`src/rtl/apb4_req_bridge_if.sv`:
```
// Signal bundle for apb4_req_bridge: the local command/response channel and
// the APB4 requester bus. The "master" modport is the bridge's view; the
// "slave" modport is the environment (local controller plus APB completer).
interface apb4_req_bridge_if #(
  parameter int ADDR_WIDTH = 32,
  parameter int DATA_WIDTH = 32
);
  // Command channel
  logic                    req_valid_i;
  logic                    req_ready_o;
  logic [ADDR_WIDTH-1:0]   req_addr_i;
  logic                    req_write_i;
  logic [DATA_WIDTH-1:0]   req_wdata_i;
  logic [DATA_WIDTH/8-1:0] req_strb_i;
  logic [2:0]              req_prot_i;

  // Response channel
  logic                    rsp_valid_o;
  logic                    rsp_ready_i;
  logic [DATA_WIDTH-1:0]   rsp_rdata_o;
  logic                    rsp_err_o;
  logic                    rsp_timeout_o;

  // APB4 requester outputs
  logic [ADDR_WIDTH-1:0]   paddr;
  logic [2:0]              pprot;
  logic                    psel;
  logic                    penable;
  logic                    pwrite;
  logic [DATA_WIDTH-1:0]   pwdata;
  logic [DATA_WIDTH/8-1:0] pstrb;

  // APB4 completer returns
  logic                    pready;
  logic [DATA_WIDTH-1:0]   prdata;
  logic                    pslverr;

  modport master (
    input  req_valid_i, req_addr_i, req_write_i, req_wdata_i, req_strb_i, req_prot_i,
    input  rsp_ready_i,
    input  pready, prdata, pslverr,
    output req_ready_o,
    output rsp_valid_o, rsp_rdata_o, rsp_err_o, rsp_timeout_o,
    output paddr, pprot, psel, penable, pwrite, pwdata, pstrb
  );

  modport slave (
    output req_valid_i, req_addr_i, req_write_i, req_wdata_i, req_strb_i, req_prot_i,
    output rsp_ready_i,
    output pready, prdata, pslverr,
    input  req_ready_o,
    input  rsp_valid_o, rsp_rdata_o, rsp_err_o, rsp_timeout_o,
    input  paddr, pprot, psel, penable, pwrite, pwdata, pstrb
  );
endinterface

```
`src/rtl/apb4_req_bridge.sv`:
```
// apb4_req_bridge: APB4 requester that turns single valid/ready commands into
// APB4 transfers, one in flight at a time, and returns read data and error
// status on a valid/ready response channel.
//
// Optional watchdog: define APB4_REQ_TIMEOUT_EN to abort an ACCESS phase that
// sees pready low for TIMEOUT_CYCLES cycles. Without the macro ACCESS waits
// indefinitely and rsp_timeout_o stays 0.
//
// Every output comes straight from a flop; nothing is combinational from an
// input to an output.
module apb4_req_bridge #(
  parameter int ADDR_WIDTH     = 32,
  parameter int DATA_WIDTH     = 32,   // 8, 16 or 32
  parameter int TIMEOUT_CYCLES = 255   // 1..65535, watchdog builds only
) (
  input  logic               pclk,
  input  logic               presetn,
  apb4_req_bridge_if.master  bus
);

  localparam int STRB_WIDTH = DATA_WIDTH / 8;

  typedef enum logic [1:0] {
    IDLE   = 2'd0,
    SETUP  = 2'd1,
    ACCESS = 2'd2,
    RESP   = 2'd3
  } state_e;

  state_e                  state_q, state_d;

  // Bus-facing registers
  logic                    psel_q, psel_d;
  logic                    penable_q, penable_d;
  logic                    pwrite_q, pwrite_d;
  logic [ADDR_WIDTH-1:0]   paddr_q, paddr_d;
  logic [DATA_WIDTH-1:0]   pwdata_q, pwdata_d;
  logic [STRB_WIDTH-1:0]   pstrb_q, pstrb_d;
  logic [2:0]              pprot_q, pprot_d;

  // Handshake and response registers
  logic                    req_ready_q, req_ready_d;
  logic                    rsp_valid_q, rsp_valid_d;
  logic [DATA_WIDTH-1:0]   rsp_rdata_q, rsp_rdata_d;
  logic                    rsp_err_q, rsp_err_d;
  logic                    rsp_timeout_q, rsp_timeout_d;

  // High in the ACCESS cycle where the watchdog gives up on the completer.
  logic                    timeout_hit;

`ifdef APB4_REQ_TIMEOUT_EN
  localparam int CNT_W = $clog2(TIMEOUT_CYCLES + 1);

  logic [CNT_W-1:0] wait_cnt_q, wait_cnt_d;

  // Count ACCESS cycles with pready low; SETUP is the only way into ACCESS,
  // so clearing there clears on every entry.
  always_comb begin
    wait_cnt_d = wait_cnt_q;
    if (state_q == SETUP) begin
      wait_cnt_d = '0;
    end else if ((state_q == ACCESS) && !bus.pready) begin
      wait_cnt_d = wait_cnt_q + 1'b1;
    end
  end

  // The cycle being evaluated is itself counted, so the abort lands in the
  // TIMEOUT_CYCLES-th ACCESS cycle; pready in that cycle still wins.
  assign timeout_hit = (state_q == ACCESS) && !bus.pready &&
                       (wait_cnt_q == CNT_W'(TIMEOUT_CYCLES - 1));

  // Watchdog counter register
  always_ff @(posedge pclk or negedge presetn) begin
    if (!presetn) begin
      wait_cnt_q <= '0;
    end else begin
      wait_cnt_q <= wait_cnt_d;
    end
  end
`else
  // No watchdog in this build: the limit is kept only so both builds share
  // one parameter list.
  logic unused_timeout_cycles;
  assign unused_timeout_cycles = ^TIMEOUT_CYCLES;
  assign timeout_hit           = 1'b0;
`endif

  // Next-state, command capture and response capture.
  always_comb begin
    // NOTE: every always_comb target gets a default first, so no path leaves
    // it unassigned and no latch is inferred.
    state_d       = state_q;
    paddr_d       = paddr_q;
    pwrite_d      = pwrite_q;
    pwdata_d      = pwdata_q;
    pstrb_d       = pstrb_q;
    pprot_d       = pprot_q;
    rsp_rdata_d   = rsp_rdata_q;
    rsp_err_d     = rsp_err_q;
    rsp_timeout_d = rsp_timeout_q;

    unique case (state_q)
      IDLE: begin
        // req_ready_o is high in IDLE, so valid alone completes the handshake.
        if (bus.req_valid_i) begin
          paddr_d  = bus.req_addr_i;
          pwrite_d = bus.req_write_i;
          pwdata_d = bus.req_write_i ? bus.req_wdata_i : '0;
          pstrb_d  = bus.req_write_i ? bus.req_strb_i  : '0;
          pprot_d  = bus.req_prot_i;
          state_d  = SETUP;
        end
      end
      SETUP: begin
        state_d = ACCESS;
      end
      ACCESS: begin
        if (bus.pready) begin
          rsp_rdata_d   = pwrite_q ? '0 : bus.prdata;
          rsp_err_d     = bus.pslverr;
          rsp_timeout_d = 1'b0;
          state_d       = RESP;
        end else if (timeout_hit) begin
          rsp_rdata_d   = '0;
          rsp_err_d     = 1'b1;
          rsp_timeout_d = 1'b1;
          state_d       = RESP;
        end
      end
      RESP: begin
        if (bus.rsp_ready_i) begin
          state_d = IDLE;
        end
      end
      default: begin
        state_d = IDLE;
      end
    endcase

    // Control outputs are decoded from the next state and registered, so
    // they line up with the state register and never glitch from inputs.
    psel_d      = (state_d == SETUP) || (state_d == ACCESS);
    penable_d   = (state_d == ACCESS);
    req_ready_d = (state_d == IDLE);
    rsp_valid_d = (state_d == RESP);
  end

  // State, bus and response registers.
  always_ff @(posedge pclk or negedge presetn) begin
    // NOTE: the datapath registers are reset too, because the bus and
    // response outputs must read as zero straight out of reset.
    if (!presetn) begin
      state_q       <= IDLE;
      psel_q        <= 1'b0;
      penable_q     <= 1'b0;
      pwrite_q      <= 1'b0;
      paddr_q       <= '0;
      pwdata_q      <= '0;
      pstrb_q       <= '0;
      pprot_q       <= '0;
      req_ready_q   <= 1'b1;
      rsp_valid_q   <= 1'b0;
      rsp_rdata_q   <= '0;
      rsp_err_q     <= 1'b0;
      rsp_timeout_q <= 1'b0;
    end else begin
      // NOTE: non-blocking assignments here so every flop samples the values
      // from before this edge, independent of statement order.
      state_q       <= state_d;
      psel_q        <= psel_d;
      penable_q     <= penable_d;
      pwrite_q      <= pwrite_d;
      paddr_q       <= paddr_d;
      pwdata_q      <= pwdata_d;
      pstrb_q       <= pstrb_d;
      pprot_q       <= pprot_d;
      req_ready_q   <= req_ready_d;
      rsp_valid_q   <= rsp_valid_d;
      rsp_rdata_q   <= rsp_rdata_d;
      rsp_err_q     <= rsp_err_d;
      rsp_timeout_q <= rsp_timeout_d;
    end
  end

  assign bus.req_ready_o   = req_ready_q;
  assign bus.rsp_valid_o   = rsp_valid_q;
  assign bus.rsp_rdata_o   = rsp_rdata_q;
  assign bus.rsp_err_o     = rsp_err_q;
  assign bus.rsp_timeout_o = rsp_timeout_q;
  assign bus.psel          = psel_q;
  assign bus.penable       = penable_q;
  assign bus.pwrite        = pwrite_q;
  assign bus.paddr         = paddr_q;
  assign bus.pwdata        = pwdata_q;
  assign bus.pstrb         = pstrb_q;
  assign bus.pprot         = pprot_q;

endmodule

```
`src/flat_wrapper.sv`:
```
// flat-port wrapper written by rule: the top's interface ports become plain ports
module apb4_req_bridge_flat 
#(
  parameter int ADDR_WIDTH     = 32,
  parameter int DATA_WIDTH     = 32,                 
  parameter int TIMEOUT_CYCLES = 255                                    
)
  (pclk, presetn, bus_req_valid_i, bus_req_addr_i, bus_req_write_i, bus_req_wdata_i, bus_req_strb_i, bus_req_prot_i, bus_rsp_ready_i, bus_pready, bus_prdata, bus_pslverr, bus_req_ready_o, bus_rsp_valid_o, bus_rsp_rdata_o, bus_rsp_err_o, bus_rsp_timeout_o, bus_paddr, bus_pprot, bus_psel, bus_penable, bus_pwrite, bus_pwdata, bus_pstrb);
  apb4_req_bridge_if #(.ADDR_WIDTH(ADDR_WIDTH), .DATA_WIDTH(DATA_WIDTH)) bus_i ();
  input  logic pclk;
  input  logic presetn;
  input wire logic [$bits(bus_i.req_valid_i)-1:0] bus_req_valid_i;
  input wire logic [$bits(bus_i.req_addr_i)-1:0] bus_req_addr_i;
  input wire logic [$bits(bus_i.req_write_i)-1:0] bus_req_write_i;
  input wire logic [$bits(bus_i.req_wdata_i)-1:0] bus_req_wdata_i;
  input wire logic [$bits(bus_i.req_strb_i)-1:0] bus_req_strb_i;
  input wire logic [$bits(bus_i.req_prot_i)-1:0] bus_req_prot_i;
  input wire logic [$bits(bus_i.rsp_ready_i)-1:0] bus_rsp_ready_i;
  input wire logic [$bits(bus_i.pready)-1:0] bus_pready;
  input wire logic [$bits(bus_i.prdata)-1:0] bus_prdata;
  input wire logic [$bits(bus_i.pslverr)-1:0] bus_pslverr;
  output wire logic [$bits(bus_i.req_ready_o)-1:0] bus_req_ready_o;
  output wire logic [$bits(bus_i.rsp_valid_o)-1:0] bus_rsp_valid_o;
  output wire logic [$bits(bus_i.rsp_rdata_o)-1:0] bus_rsp_rdata_o;
  output wire logic [$bits(bus_i.rsp_err_o)-1:0] bus_rsp_err_o;
  output wire logic [$bits(bus_i.rsp_timeout_o)-1:0] bus_rsp_timeout_o;
  output wire logic [$bits(bus_i.paddr)-1:0] bus_paddr;
  output wire logic [$bits(bus_i.pprot)-1:0] bus_pprot;
  output wire logic [$bits(bus_i.psel)-1:0] bus_psel;
  output wire logic [$bits(bus_i.penable)-1:0] bus_penable;
  output wire logic [$bits(bus_i.pwrite)-1:0] bus_pwrite;
  output wire logic [$bits(bus_i.pwdata)-1:0] bus_pwdata;
  output wire logic [$bits(bus_i.pstrb)-1:0] bus_pstrb;
  assign bus_i.req_valid_i = bus_req_valid_i;
  assign bus_i.req_addr_i = bus_req_addr_i;
  assign bus_i.req_write_i = bus_req_write_i;
  assign bus_i.req_wdata_i = bus_req_wdata_i;
  assign bus_i.req_strb_i = bus_req_strb_i;
  assign bus_i.req_prot_i = bus_req_prot_i;
  assign bus_i.rsp_ready_i = bus_rsp_ready_i;
  assign bus_i.pready = bus_pready;
  assign bus_i.prdata = bus_prdata;
  assign bus_i.pslverr = bus_pslverr;
  assign bus_req_ready_o = bus_i.req_ready_o;
  assign bus_rsp_valid_o = bus_i.rsp_valid_o;
  assign bus_rsp_rdata_o = bus_i.rsp_rdata_o;
  assign bus_rsp_err_o = bus_i.rsp_err_o;
  assign bus_rsp_timeout_o = bus_i.rsp_timeout_o;
  assign bus_paddr = bus_i.paddr;
  assign bus_pprot = bus_i.pprot;
  assign bus_psel = bus_i.psel;
  assign bus_penable = bus_i.penable;
  assign bus_pwrite = bus_i.pwrite;
  assign bus_pwdata = bus_i.pwdata;
  assign bus_pstrb = bus_i.pstrb;
  apb4_req_bridge #(.ADDR_WIDTH(ADDR_WIDTH), .DATA_WIDTH(DATA_WIDTH), .TIMEOUT_CYCLES(TIMEOUT_CYCLES)) u_core (.pclk(pclk), .presetn(presetn), .bus(bus_i));
endmodule
```
`config.mk`:
```
export PLATFORM = sky130hd
export DESIGN_NAME = apb4_req_bridge_flat
export DESIGN_NICKNAME = d
export VERILOG_FILES = /design/src/rtl/apb4_req_bridge_if.sv /design/src/rtl/apb4_req_bridge.sv /design/src/flat_wrapper.sv
export SDC_FILE = /design/constraint.sdc
export NUM_CORES = 1
export LEC_CHECK = 0
export BUFFER_PORTS_ARGS = -buffer_cell sky130_fd_sc_hd__buf_4
export CORE_ASPECT_RATIO = 1.1
export CORE_MARGIN = 2
export CORE_UTILIZATION = 46
export CTS_CLUSTER_SIZE = 30
export DETAILED_ROUTE_END_ITERATION = 10
export PLACE_DENSITY = 0.8
export SETUP_SLACK_MARGIN = 0.15
export SLEW_MARGIN = 10
export SYNTH_ARGS = -nofsm -noshare
export SYNTH_HDL_FRONTEND = slang
export SYNTH_SLANG_ARGS = --single-unit
```
`constraint.sdc`:
```
create_clock -name pclk -period 2.05 [get_ports pclk]
set_input_delay 0.1025 -clock pclk [delete_from_list [all_inputs] [get_ports pclk]]
set_output_delay 0.1025 -clock pclk [all_outputs]
set_load 0.01 [all_outputs]
```
Word-level counts from Yosys, hierarchy flattened
Index checks and enable logic that the tools add are counted.

storage, ports and cells
  bits of input ports = 110
  output and inout bits = 110
  logic and storage cells = 30
  bits in registers = 111

cells by class
  mux-type cells = 7
  reductions and logical operators = 5
  equal/unequal tests = 6

operator list
  operator            number
  $mux 32             2
  $eq 2x2->1 const B  4
  $pmux 2 s4          1
  $mux 2              3
  $eq 2x1->1 const B  2
  $logic_not 2->1     2
  $mux 4              1
  $reduce_and 2->1    2
  $logic_or 1x1->1    1

Depth between registers and ports, before layout
Gate-level depths: netlist of the first run.

  depth after elaboration = 4
  depth in mapped cells = 5

Worst setup path after synthesis of the first run
OpenSTA, ideal clock, no wires.

  kind = register -> register
  start point = reg u_core.state_q[1]
  end point = reg u_core.psel_q (netlist: u_core.bus.psel)
  stages on the path, launching flop included = 6
  period minus slack after synthesis = 1.675 ns
  required time = 1.924 ns
  path slack = 0.375 ns
  arrival time = 1.549 ns
  cell sequence = dfrtp_1 > or3b_1 > buf_6 > clkbuf_1 > and2_1 > ha_1

on the way
  cells in the longest elaborated chain, start to end = 4
  elaborated cells on any way between the ends = 11

ends and longest elaborated chain
  item                                      RTL line                text
  start, declared                           apb4_req_bridge.sv:30   state_e state_q, state_d;
  start signal, assigned                    apb4_req_bridge.sv:169  state_q <= state_d;
  $eq 2x2->1 (tied with other cells)        apb4_req_bridge.sv:102  unique case (state_q)
  $pmux 2 s4 (*)                            apb4_req_bridge.sv:102
  $eq 2x1->1 or $eq 2x2->1 (tied branches)  apb4_req_bridge.sv:142  psel_d = (state_d == SETUP) || (state_d == ACCESS);
  $logic_or 1x1->1 (*)                      apb4_req_bridge.sv:142
  via u_core.psel_d                         apb4_req_bridge.sv:33   logic psel_q, psel_d;
  end signal, assigned                      apb4_req_bridge.sv:170  psel_q <= psel_d;
  end, declared                             apb4_req_bridge.sv:33

The timed path passes the listed nets; every way through them passes the cells marked *.
A chain may end at the register's enable or synchronous reset.

Worst setup path after layout of the first run
  start point = reg u_core.state_q[1]
  end point = reg u_core.paddr_q[31] (netlist: u_core.bus.paddr[31])

on the way
  cells in the longest elaborated chain, start to end = 2

ends and longest elaborated chain
  item                        RTL line                text
  $logic_not 2->1             apb4_req_bridge.sv:102
  $reduce_and 2->1 (no line)  --
  end signal, assigned        apb4_req_bridge.sv:173  paddr_q <= paddr_d;
  end, declared               apb4_req_bridge.sv:36   logic [ADDR_WIDTH-1:0] paddr_q, paddr_d;

Every way passes these cells.

==> reports/results.ini, run 1 <==
[logic_synthesis]
synth_cells=393
synthDistinctLibCells=19
synthFlopType=dfrtp_1
synth_area_per_cell_um2=11.5
ys_seq_elements=111
yosysMostFrequentCell=dfrtp_1
synth_edf_count=0
synth-seq-area-share=0.617
synth_top_area_frac=0.611
netlist_area_um2=4500
synth_area_leader_cell=dfrtp_1
yosys_warnings=0
synth_fp_nets=506
ys_top_cells_by_area=dfrtp_1 61%, mux2_4 12%, nand2_1 8.8%, o21ai_0 7.8%, nand2b_1 4.4%
synthTopCellsByCount=110 x dfrtp_1, 105 x nand2_1, 70 x o21ai_0
async_flop_share=1.00

[timing]
maxClockFrequency_mhz=596
finClkSkew_ps=14.1
rsz0062_at_grt=false
final-max-slew-violation-count=0
post-route-period-util=0.819
layout_min_cycle_time_ps=1680
maxSlewHeadroom=0.461
setup_ws_ps=372
finalSetupViolCount=0
final.setup.tns_ps=0
worst_slew_pin_slew_ps=808
hold_viol=0

[floorplan]
coreArea_um2=9440
dieWidth_um=98.4
start_util=0.477
die_h_um=108
rows=37
ios=220
dieArea_um2=10600

[final_layout]
fin_cells=819
fin_util=0.781
layout-drive-gt1-share=0.397
nets=810
fill_cells=530
diodes=0
syn2layout_area_growth_pct=63.8

[detailed_routing]
wl_per_cell_um=17.9
wl_met1_um=5430
wl_met2_um=7570
drt-total-wl_um=14600
met3_length_um=1100
ant_nets=0
initialDrtViolationCount=177
highest_layer=met4
num_vias=4119
viasPerCell=5.03
drc_errors=0
drt_pass1_iterations=4

[global_route]
grt_max_degree=70
grt_pass1_wl_um=22900
grt_usage=0.279
antenna_found_initial=0
overflow=0
grt_pass1_vias=4537

[clocking]
post_cts_resized=0
root_buffer=clkbuf_8
clockBufferDepth=2
path_clk_slew_ps=110
numClockSinks=111
cts_tree=yes
clk_latency_ps=390
cts_setup_buffers=0
postCtsHoldBufs=96
cts_buffers=9
htreeDepth=3

[worst_setup_path]
critical_path.max_fanout=37
reg2reg_slack_ps=370
required_ps=2320
critPathKind=reg -> reg
startpoint_type=register
endpoint_kind=register
worstPathArrival_ps=1940

[pwr]
intPower_mw=6.09
switchingPower_mw=3.33
switching_share=0.354
comb_power_share=0.446
power_density_nw_per_um2=1280
power_frac_clock=0.145
pwr-share-seq=0.409
vdd_drop_max_mv=0.902
p_leak_nw=3.77

[job]
cap_violations=0

[placed_design]
placedCellCount=707
pre_cts_ws_ps=380
gp_congestion=0.800
hpwl_um=8230
portBuffers=218

[min_path]
hp-class=in -> reg

[status]
outcome=complete, no violations

## through the flow
step,hold slack (ps),cell area [µm²],total power [mW]
CTS,1.27,7380,9.29
global route,8.45,7380,9.95
detailed placement,142,6220,7.80
floorplan,-193,4500,5.69
finish,12.1,7380,9.42
global placement,137,6220,7.62
## cells in the final DEF, fill, tap and decap left out
master,synthesis,layout
nand2b_1,32,32
nor2b_1,2,2
nand2_1,105,105
inv_1,1,1
and2_1,1,1
clkbuf_8,0,9
nand3_1,1,1
or3b_4,0,1
conb_1,1,1
dfrtp_1,110,110
bufinv_16,0,1
inv_6,0,2
clkinvlp_4,0,2
mux2_2,1,1
dlygate4sd3_1,0,96
buf_4,1,222
ha_1,3,3
o21ai_0,70,70
clkinv_2,0,1
buf_12,0,2
inv_8,0,1
dfstp_2,1,1
mux2_4,36,36
nand3b_1,1,1
## power by group through the flow
stage	clock network, mW	logic (mW)	registers, mW
floorplan	0	1.56	4.14
global placement	0	3.84	3.78
detailed placement	0	3.97	3.83
CTS	1.38	4.11	3.80
global route	1.48	4.51	3.97
finish	1.37	4.20	3.86
## kinds of logic after synthesis
group	after synthesis	share of synthesized area
flops	111	0.617
other cells	1	0.000833
simple gates	143	0.141
fa+ha+maj	3	0.00833
mux	37	0.123
compound gates	70	0.0778
buf+inv	28	0.0328
## critical path, stage by stage (launching register included)
cell,delay (ps)
dfrtp_1,430
or3b_4,420
buf_4,320
mux2_4,370
## flip-flops by register name, summed over array words and instances, names as in the netlist
name	cells
u_core.bus.pwdata	32
u_core.bus.pprot	3
u_core.state_q	2
u_core.bus.rsp_rdata_o	32
u_core.bus.rsp_err_o	1
u_core.bus.psel	1
u_core.bus.paddr	32
u_core.bus.rsp_valid_o	1
u_core.bus.pwrite	1
u_core.bus.req_ready_o	1
u_core.bus.pstrb	4
u_core.bus.penable	1
## final timing paths
kind                                         endpoint  depth (start not counted)                       start
max                              u_core.bus.paddr[31]                          3           u_core.state_q[1]
max reg2reg                      u_core.bus.paddr[31]                          3           u_core.state_q[1]
min reg2reg                u_core.bus.rsp_rdata_o[22]                          2  u_core.bus.rsp_rdata_o[22]
max in group asynchronous      u_core.bus.req_ready_o                          3                     presetn
min in group asynchronous       u_core.bus.pwdata[13]                          2                     presetn
min                         u_core.bus.rsp_rdata_o[4]                          3               bus_prdata[4]
## cell type report
cell class / count / area (µm²) / share of cell area
flip-flops and latches: 111 / 2780 / 0.377
repair buffers: 320 / 2670 / 0.361
multi-input cells: 254 / 1580 / 0.214
well taps: 117 / 146 / 0.0198
clock buffers: 9 / 124 / 0.0168
clock inverters: 7 / 78.8 / 0.0107
inverters: 1 / 3.75 / 0.000509
## per-layer routing
metal  track usage  vias to the layer above
met4         0.117                        0
met2         0.491                      210
met5             0                        -
met3        0.0792                       39
met1         0.319                     1989
li1              -                     1881
No activity file was read; power rests on OpenSTA's default activity.
==> inputs of run 2 (changes only) <==
--- a/config.mk
+++ b/config.mk
@@ -8,10 +8,10 @@
 export BUFFER_PORTS_ARGS = -buffer_cell sky130_fd_sc_hd__buf_4
 export CORE_ASPECT_RATIO = 1.1
 export CORE_MARGIN = 2
-export CORE_UTILIZATION = 46
+export CORE_UTILIZATION = 41
 export CTS_CLUSTER_SIZE = 30
 export DETAILED_ROUTE_END_ITERATION = 10
-export PLACE_DENSITY = 0.8
+export PLACE_DENSITY = 0.75
 export SETUP_SLACK_MARGIN = 0.15
 export SLEW_MARGIN = 10
 export SYNTH_ARGS = -nofsm -noshare
==> constraint.sdc (replaced) <==
create_clock -name pclk -period 1.5 [get_ports pclk]
set_input_delay 0.075 -clock pclk [delete_from_list [all_inputs] [get_ports pclk]]
set_output_delay 0.075 -clock pclk [all_outputs]
set_load 0.01 [all_outputs]
==> run 2 against run 1 <==
Effect of this change:
- the flow now finishes with violations (negative hold slack)
- combinational power grew 40%
- setup slack lost 340 ps
- critical path depth unchanged
- clock skew down 8.0 ps
- die area grew 12%
- global-route usage is 5.7 points lower
- wire length down 11%
- via count decreased by 3.6%
- non-clock buffer count down 1
- final area increased by 2.1%
- core utilization decreased by 8.4 points
- first-iteration DRC count decreased by 9.0%
==> reports/results.ini, run 2 (same netlist as run 1, synthesis figures left out) <==
[worst_setup_path]
worstPathArrival_ps=1700  ; was 1940 ps
startpoint_type=register  ; unchanged
r2r_cells=3  ; unchanged
crit_chain=or3b_4 -> buf_12 -> mux2_4  ; was or3b_4 -> buf_4 -> mux2_4
required_ps=1720  ; was 2320 ps
cpPeakStageDelay_ps=470  ; was 430 ps
critPathKind=reg -> reg  ; unchanged
crit_slowest_cell=or3b_4  ; was dfrtp_1
timing.rr.end=u_core.bus.paddr[10]  ; was u_core.bus.paddr[31]
reg2reg_slack_ps=30  ; was 370 ps
r2r_start=u_core.state_q[1]  ; unchanged
critical_path.max_fanout=22  ; was 37
endpoint_kind=register  ; unchanged

[status]
violations=negative hold slack
outcome=finished, violations left  ; was complete, no violations

[min_path]
hold_depth=3  ; unchanged
min_to=u_core.bus.pwdata[25]  ; was u_core.bus.rsp_rdata_o[4]
hp-class=in -> reg  ; unchanged
hp-start=bus_req_wdata_i[25]  ; was bus_prdata[4]

[pwr]
pwr-share-seq=0.389  ; was 0.409
vdd_drop_max_mv=0.908  ; was 0.902 mV
intPower_mw=9.00  ; was 6.09 mW
p_total_mw=13.4  ; was 9.42 mW
power_density_nw_per_um2=1780  ; was 1280 nW/µm²
power_frac_clock=0.172  ; was 0.145
switching_share=0.328  ; was 0.354
switchingPower_mw=4.40  ; was 3.33 mW
comb_power_share=0.439  ; was 0.446
p_leak_nw=3.84  ; was 3.77 nW

[detailed_routing]
drt-total-wl_um=13100  ; was 14600 µm
initialDrtViolationCount=161  ; was 177
drc_errors=0  ; unchanged
num_vias=3971  ; was 4119
viasPerCell=4.68  ; was 5.03
wl_per_cell_um=15.4  ; was 17.9 µm
ant_nets=0  ; unchanged
drt_pass1_iterations=6  ; was 4

[timing]
finalSetupViolCount=0  ; unchanged
hold_viol=1  ; was 0
layout_min_cycle_time_ps=1470  ; was 1680 ps
final-max-slew-violation-count=0  ; unchanged
post-route-period-util=0.982  ; was 0.819
final.setup.tns_ps=0  ; unchanged
rsz0062_at_grt=true  ; was false
maxClockFrequency_mhz=679  ; was 596 MHz
finClkSkew_ps=6.04  ; was 14.1 ps
hold_slack_ps=-2.99  ; was 12.1 ps

[floorplan]
start_util=0.417  ; was 0.477
coreArea_um2=10800  ; was 9440 µm²
die_h_um=114  ; was 108 µm
dieArea_um2=11800  ; was 10600 µm²
dieWidth_um=104  ; was 98.4 µm
ios=220  ; unchanged
rows=40  ; was 37

[placed_design]
portBuffers=218  ; unchanged
place_area_um2=6360  ; was 6220 µm²
gp_congestion=0.736  ; was 0.800
hpwl_um=8510  ; was 8230 µm

[final_layout]
regArea_um2=2780  ; about the same
fill_cells=779  ; was 530
fin_util=0.697  ; was 0.781
multi_input_area_um2=1600  ; was 1580 µm²
nets=809  ; was 810
final_common_cell=buf_4  ; unchanged
diodes=0  ; unchanged
fin_area_um2=7530  ; was 7380 µm²
layout-drive-gt1-share=0.418  ; was 0.397
syn2layout_area_growth_pct=67.3  ; was 63.8%
final_cell_mix=228 x buf_4, 109 x dfrtp_1, 104 x nand2_1  ; was 222 x buf_4, 110 x dfrtp_1, 105 x nand2_1

[clocking]
htreeDepth=3  ; unchanged
path_clk_slew_ps=70  ; was 110 ps
cts_buffers=9  ; unchanged
numClockSinks=111  ; unchanged
cts_tree=yes  ; unchanged
clockBufferDepth=2  ; unchanged
root_buffer=clkbuf_16  ; was clkbuf_8
clk_latency_ps=340  ; was 390 ps

[global_route]
grt_usage=0.222  ; was 0.279
grt_pass1_wl_um=20700  ; was 22900 µm
grt_pass1_vias=4145  ; was 4537
antenna_found_initial=0  ; unchanged
grt_max_degree=61  ; was 70
overflow=0  ; unchanged

[job]
cap_violations=0  ; unchanged

-- run 2: changes by cell type in the layout (fill, tap and decap cells not counted), moves of 2 or more --
cell and delta:
clkbuf_1 +2, buf_4 +6, buf_12 +3, clkbuf_16 +9, dlygate4sd3_1 -11, ha_1 -2
clkinvlp_4 -2, inv_6 -2, clkbuf_8 -9, o21ai_0 -2, clkinv_2 +3
-- run 2: routing by layer --
| metal | global-route usage | wire length (µm) | share of wire | vias to the layer above |
|---|---|---|---|---|
| li1 | - | - | - | 1881 |
| met1 | 0.252 | 5050 | 0.39 | 1892 |
| met2 | 0.405 | 6930 | 0.53 | 167 |
| met3 | 0.0469 | 729 | 0.056 | 31 |
| met4 | 0.0964 | 344 | 0.026 | 0 |
| met5 | 0 | 0 | 0 | - |
-- run 2: power groups by stage --
| stage | registers (mW) | logic [mW] | clock network [mW] |
|---|---|---|---|
| 3_3_place_gp | 5.15 | 5.45 | 0 |
| 2_1_floorplan | 5.65 | 2.19 | 0 |
| 3_5_place_dp | 5.22 | 5.64 | 0 |
| 6_report | 5.22 | 5.88 | 2.31 |
| 5_1_grt | 5.38 | 6.31 | 2.48 |
| 4_1_cts | 5.20 | 5.86 | 2.35 |
-- run 2: worst max-delay path: cells and delay by family (launching register included) --
kind                   cells  cell delay (ps)
and+or+nand+nor            1              470
buffers and inverters      1              190
muxes                      1              310
DFF                        1              390
-- run 2: cell type report --
cell class / instances / share of cell area
multi-input cells: 254 / 0.213
clock buffers: 11 / 0.0309
inverters: 1 / 0.000498
clock inverters: 5 / 0.00664
flip-flops and latches: 111 / 0.369
well taps: 147 / 0.0244
repair buffers: 319 / 0.355
-- run 2: worst max-delay path by stage --
| stage | startpoint | end | cells after the start |
|---|---|---|---|
| after floorplan | u_core.state_q[0] | u_core.bus.psel | 5 |
| after global placement | u_core.state_q[0] | u_core.bus.pwdata[20] | 4 |
| after detailed placement | u_core.state_q[0] | u_core.bus.pwdata[11] | 4 |
| after CTS | u_core.state_q[0] | u_core.bus.paddr[10] | 3 |
| after global routing | u_core.state_q[1] | u_core.bus.paddr[10] | 3 |
| final | u_core.state_q[1] | u_core.bus.paddr[10] | 3 |
-- run 2: metrics by stage --
step	setup slack (ps)	instances
global route	-6.75	848
global placement	46.8	744
finish	27.7	848
detailed placement	-19.0	744
floorplan	-39.8	393
CTS	30.6	848
-- run 2: repair_timing --
item	4_1_cts	5_1_grt
resized for setup	4	6
endpoints found under the hold margin	110	0
pin swaps	1	1
hold buffers	85	0
setup endpoints to repair	71	75
setup buffers	3	0
==> inputs of run 3 (changes only) <==
--- a/config.mk
+++ b/config.mk
@@ -12,7 +12,6 @@
 export CTS_CLUSTER_SIZE = 30
 export DETAILED_ROUTE_END_ITERATION = 10
 export PLACE_DENSITY = 0.75
-export SETUP_SLACK_MARGIN = 0.15
 export SLEW_MARGIN = 10
 export SYNTH_ARGS = -nofsm -noshare
 export SYNTH_HDL_FRONTEND = slang
==> run 3 against run 2 <==
Effect of this change:
- the flow still finishes with violations (negative hold slack)
- power shrank 1.1%
- via count decreased by 3.2%
- non-clock buffer count shrank 16
- wire length fell by 3.3%
- first-iteration DRC count rose by 8.1%
- final cell count shrank 1.9%
==> reports/results.ini, run 3 (same netlist as run 1, synthesis figures left out) <==
[status]
outcome=finished, violations left  ; unchanged
violations=negative hold slack  ; unchanged

[worst_setup_path]
crit_slowest_cell=or3b_4  ; unchanged
startpoint_type=register  ; unchanged
r2r_start=u_core.state_q[1]  ; unchanged
cp_top_family=simple AND/OR/NAND/NOR gates  ; unchanged
endpoint_kind=register  ; unchanged
timing.rr.end=u_core.bus.paddr[8]  ; was u_core.bus.paddr[10]
critical_path.max_fanout=26  ; was 22
cpPeakStageDelay_ps=450  ; was 470 ps
crit_chain=or3b_4 -> buf_12 -> mux2_4  ; unchanged
worstPathArrival_ps=1710  ; was 1700 ps
crit_buf_inv=1  ; unchanged
crit_end=u_core.bus.paddr[8]  ; was u_core.bus.paddr[10]
path_depth=3  ; unchanged
required_ps=1730  ; was 1720 ps
critPathLaunch=u_core.state_q[1]  ; unchanged
reg2reg_slack_ps=20  ; was 30 ps
r2r_cells=3  ; unchanged
critPathKind=reg -> reg  ; unchanged

[floorplan]
dieArea_um2=11800  ; unchanged
dieWidth_um=104  ; unchanged
rows=40  ; unchanged
ios=220  ; unchanged
coreArea_um2=10800  ; unchanged
start_util=0.417  ; unchanged
die_h_um=114  ; unchanged

[timing]
hold_viol=1  ; unchanged
finalSetupViolCount=0  ; unchanged
maxClockFrequency_mhz=676  ; was 679 MHz
finClkSkew_ps=6.32  ; was 6.04 ps
hold_slack_ps=-2.78  ; was -2.99 ps
layout_min_cycle_time_ps=1480  ; was 1470 ps
post-route-period-util=0.986  ; was 0.982
final-max-slew-violation-count=0  ; unchanged
setup_ws_ps=20.5  ; was 27.7 ps
rsz0062_at_grt=true  ; unchanged

[global_route]
grt_usage=0.215  ; was 0.222
antenna_found_initial=0  ; unchanged
grt_max_degree=65  ; was 61
grt_pass1_wl_um=20300  ; was 20700 µm
overflow=0  ; unchanged
grt_pass1_vias=4010  ; was 4145

[clocking]
path_clk_slew_ps=70  ; about the same
numClockSinks=111  ; unchanged
cts_buffers=9  ; unchanged
root_buffer=clkbuf_16  ; unchanged
clk_latency_ps=340  ; about the same
clockBufferDepth=2  ; unchanged
htreeDepth=3  ; unchanged
cts_tree=yes  ; unchanged

[final_layout]
final_common_cell=buf_4  ; unchanged
final_cell_mix=223 x buf_4, 110 x dfrtp_1, 105 x nand2_1  ; was 228 x buf_4, 109 x dfrtp_1, 104 x nand2_1
syn2layout_area_growth_pct=64.2  ; was 67.3%
layout-drive-gt1-share=0.420  ; was 0.418
nets=793  ; was 809
fill_cells=797  ; was 779
multi_input_area_um2=1600  ; about the same
regArea_um2=2780  ; about the same
diodes=0  ; unchanged

[detailed_routing]
drc_errors=0  ; unchanged
ant_nets=0  ; unchanged
wl_per_cell_um=15.2  ; was 15.4 µm
num_vias=3842  ; was 3971
drt_pass1_iterations=4  ; was 6
viasPerCell=4.62  ; was 4.68
initialDrtViolationCount=174  ; was 161
drt-total-wl_um=12600  ; was 13100 µm

[pwr]
vdd_drop_max_mv=0.844  ; was 0.908 mV
power_density_nw_per_um2=1790  ; was 1780 nW/µm²
power_frac_clock=0.171  ; was 0.172
comb_power_share=0.447  ; was 0.439
pwr-share-seq=0.382  ; was 0.389
intPower_mw=8.88  ; was 9.00 mW
switchingPower_mw=4.38  ; was 4.40 mW
p_total_mw=13.3  ; was 13.4 mW
p_leak_nw=3.78  ; was 3.84 nW
switching_share=0.331  ; was 0.328

[placed_design]
portBuffers=218  ; unchanged
pre_cts_ws_ps=45.5  ; was -19.0 ps
hpwl_um=8030  ; was 8510 µm
gp_congestion=0.788  ; was 0.736

[job]
cap_violations=0  ; unchanged

[min_path]
hp-class=in -> reg  ; unchanged

run 3: cell type report:
type,instances,share of cell area
flip-flops and latches,111,0.376
repair buffers,303,0.345
well taps,147,0.0249
clock buffers,10,0.0323
multi-input cells,254,0.216
inverters,1,0.000508
clock inverters,6,0.00592
run 3: worst min path at each step:
stage	start	to	cells past startpoint
3_5_place_dp	presetn	u_core.bus.rsp_rdata_o[11]	1
4_1_cts	bus_prdata[27]	u_core.bus.rsp_rdata_o[27]	3
5_1_grt	bus_req_wdata_i[29]	u_core.bus.pwdata[29]	3
6_report	bus_req_wdata_i[25]	u_core.bus.pwdata[25]	3
2_1_floorplan	presetn	u_core.bus.paddr[0]	0
3_3_place_gp	presetn	u_core.bus.rsp_rdata_o[9]	1
run 3: timing repair:
item	CTS	global route
buffers inserted	0	0
hold endpoints to repair	104	1
hold buffers	71	1
setup endpoints to repair	0	14
gates resized for setup	0	4
run 3: power by group through the flow:
| stage | registers [mW] | logic [mW] | clock network [mW] |
|---|---|---|---|
| finish | 5.07 | 5.92 | 2.27 |
| global route | 5.24 | 6.39 | 2.44 |
| CTS | 5.05 | 5.88 | 2.32 |
| detailed placement | 5.08 | 5.74 | 0 |
| global placement | 5.05 | 5.55 | 0 |
| floorplan | 5.65 | 2.18 | 0 |
run 3: layer usage:
| metal | up-vias | global-route usage | part of all wire |
|---|---|---|---|
| met2 | 149 | 0.376 | 0.51 |
| met5 | - | 0 | 0 |
| met4 | 0 | 0.0883 | 0.028 |
| li1 | 1851 | - | - |
| met1 | 1815 | 0.261 | 0.41 |
| met3 | 27 | 0.0434 | 0.053 |
run 3: through the flow:
| stage | area, µm² | hold slack (ps) | setup TNS [ps] | cells | util |
|---|---|---|---|---|---|
| final | 7400 | -2.78 | 0 | 832 | 0.684 |
| after floorplan | 4530 | -221 | -66.2 | 393 | - |
| after global placement | 6360 | 0.443 | 0 | 743 | 0.589 |
| after global routing | 7400 | 4.66 | -418 | 832 | 0.684 |
| after detailed placement | 6360 | 6.93 | 0 | 743 | 0.589 |
| after CTS | 7360 | 0.785 | 0 | 830 | 0.681 |
run 3: worst reg2reg max path: stages, from the launching register on:
cell	delay, ps
dfrtp_1	380
or3b_4	450
buf_12	210
mux2_4	330
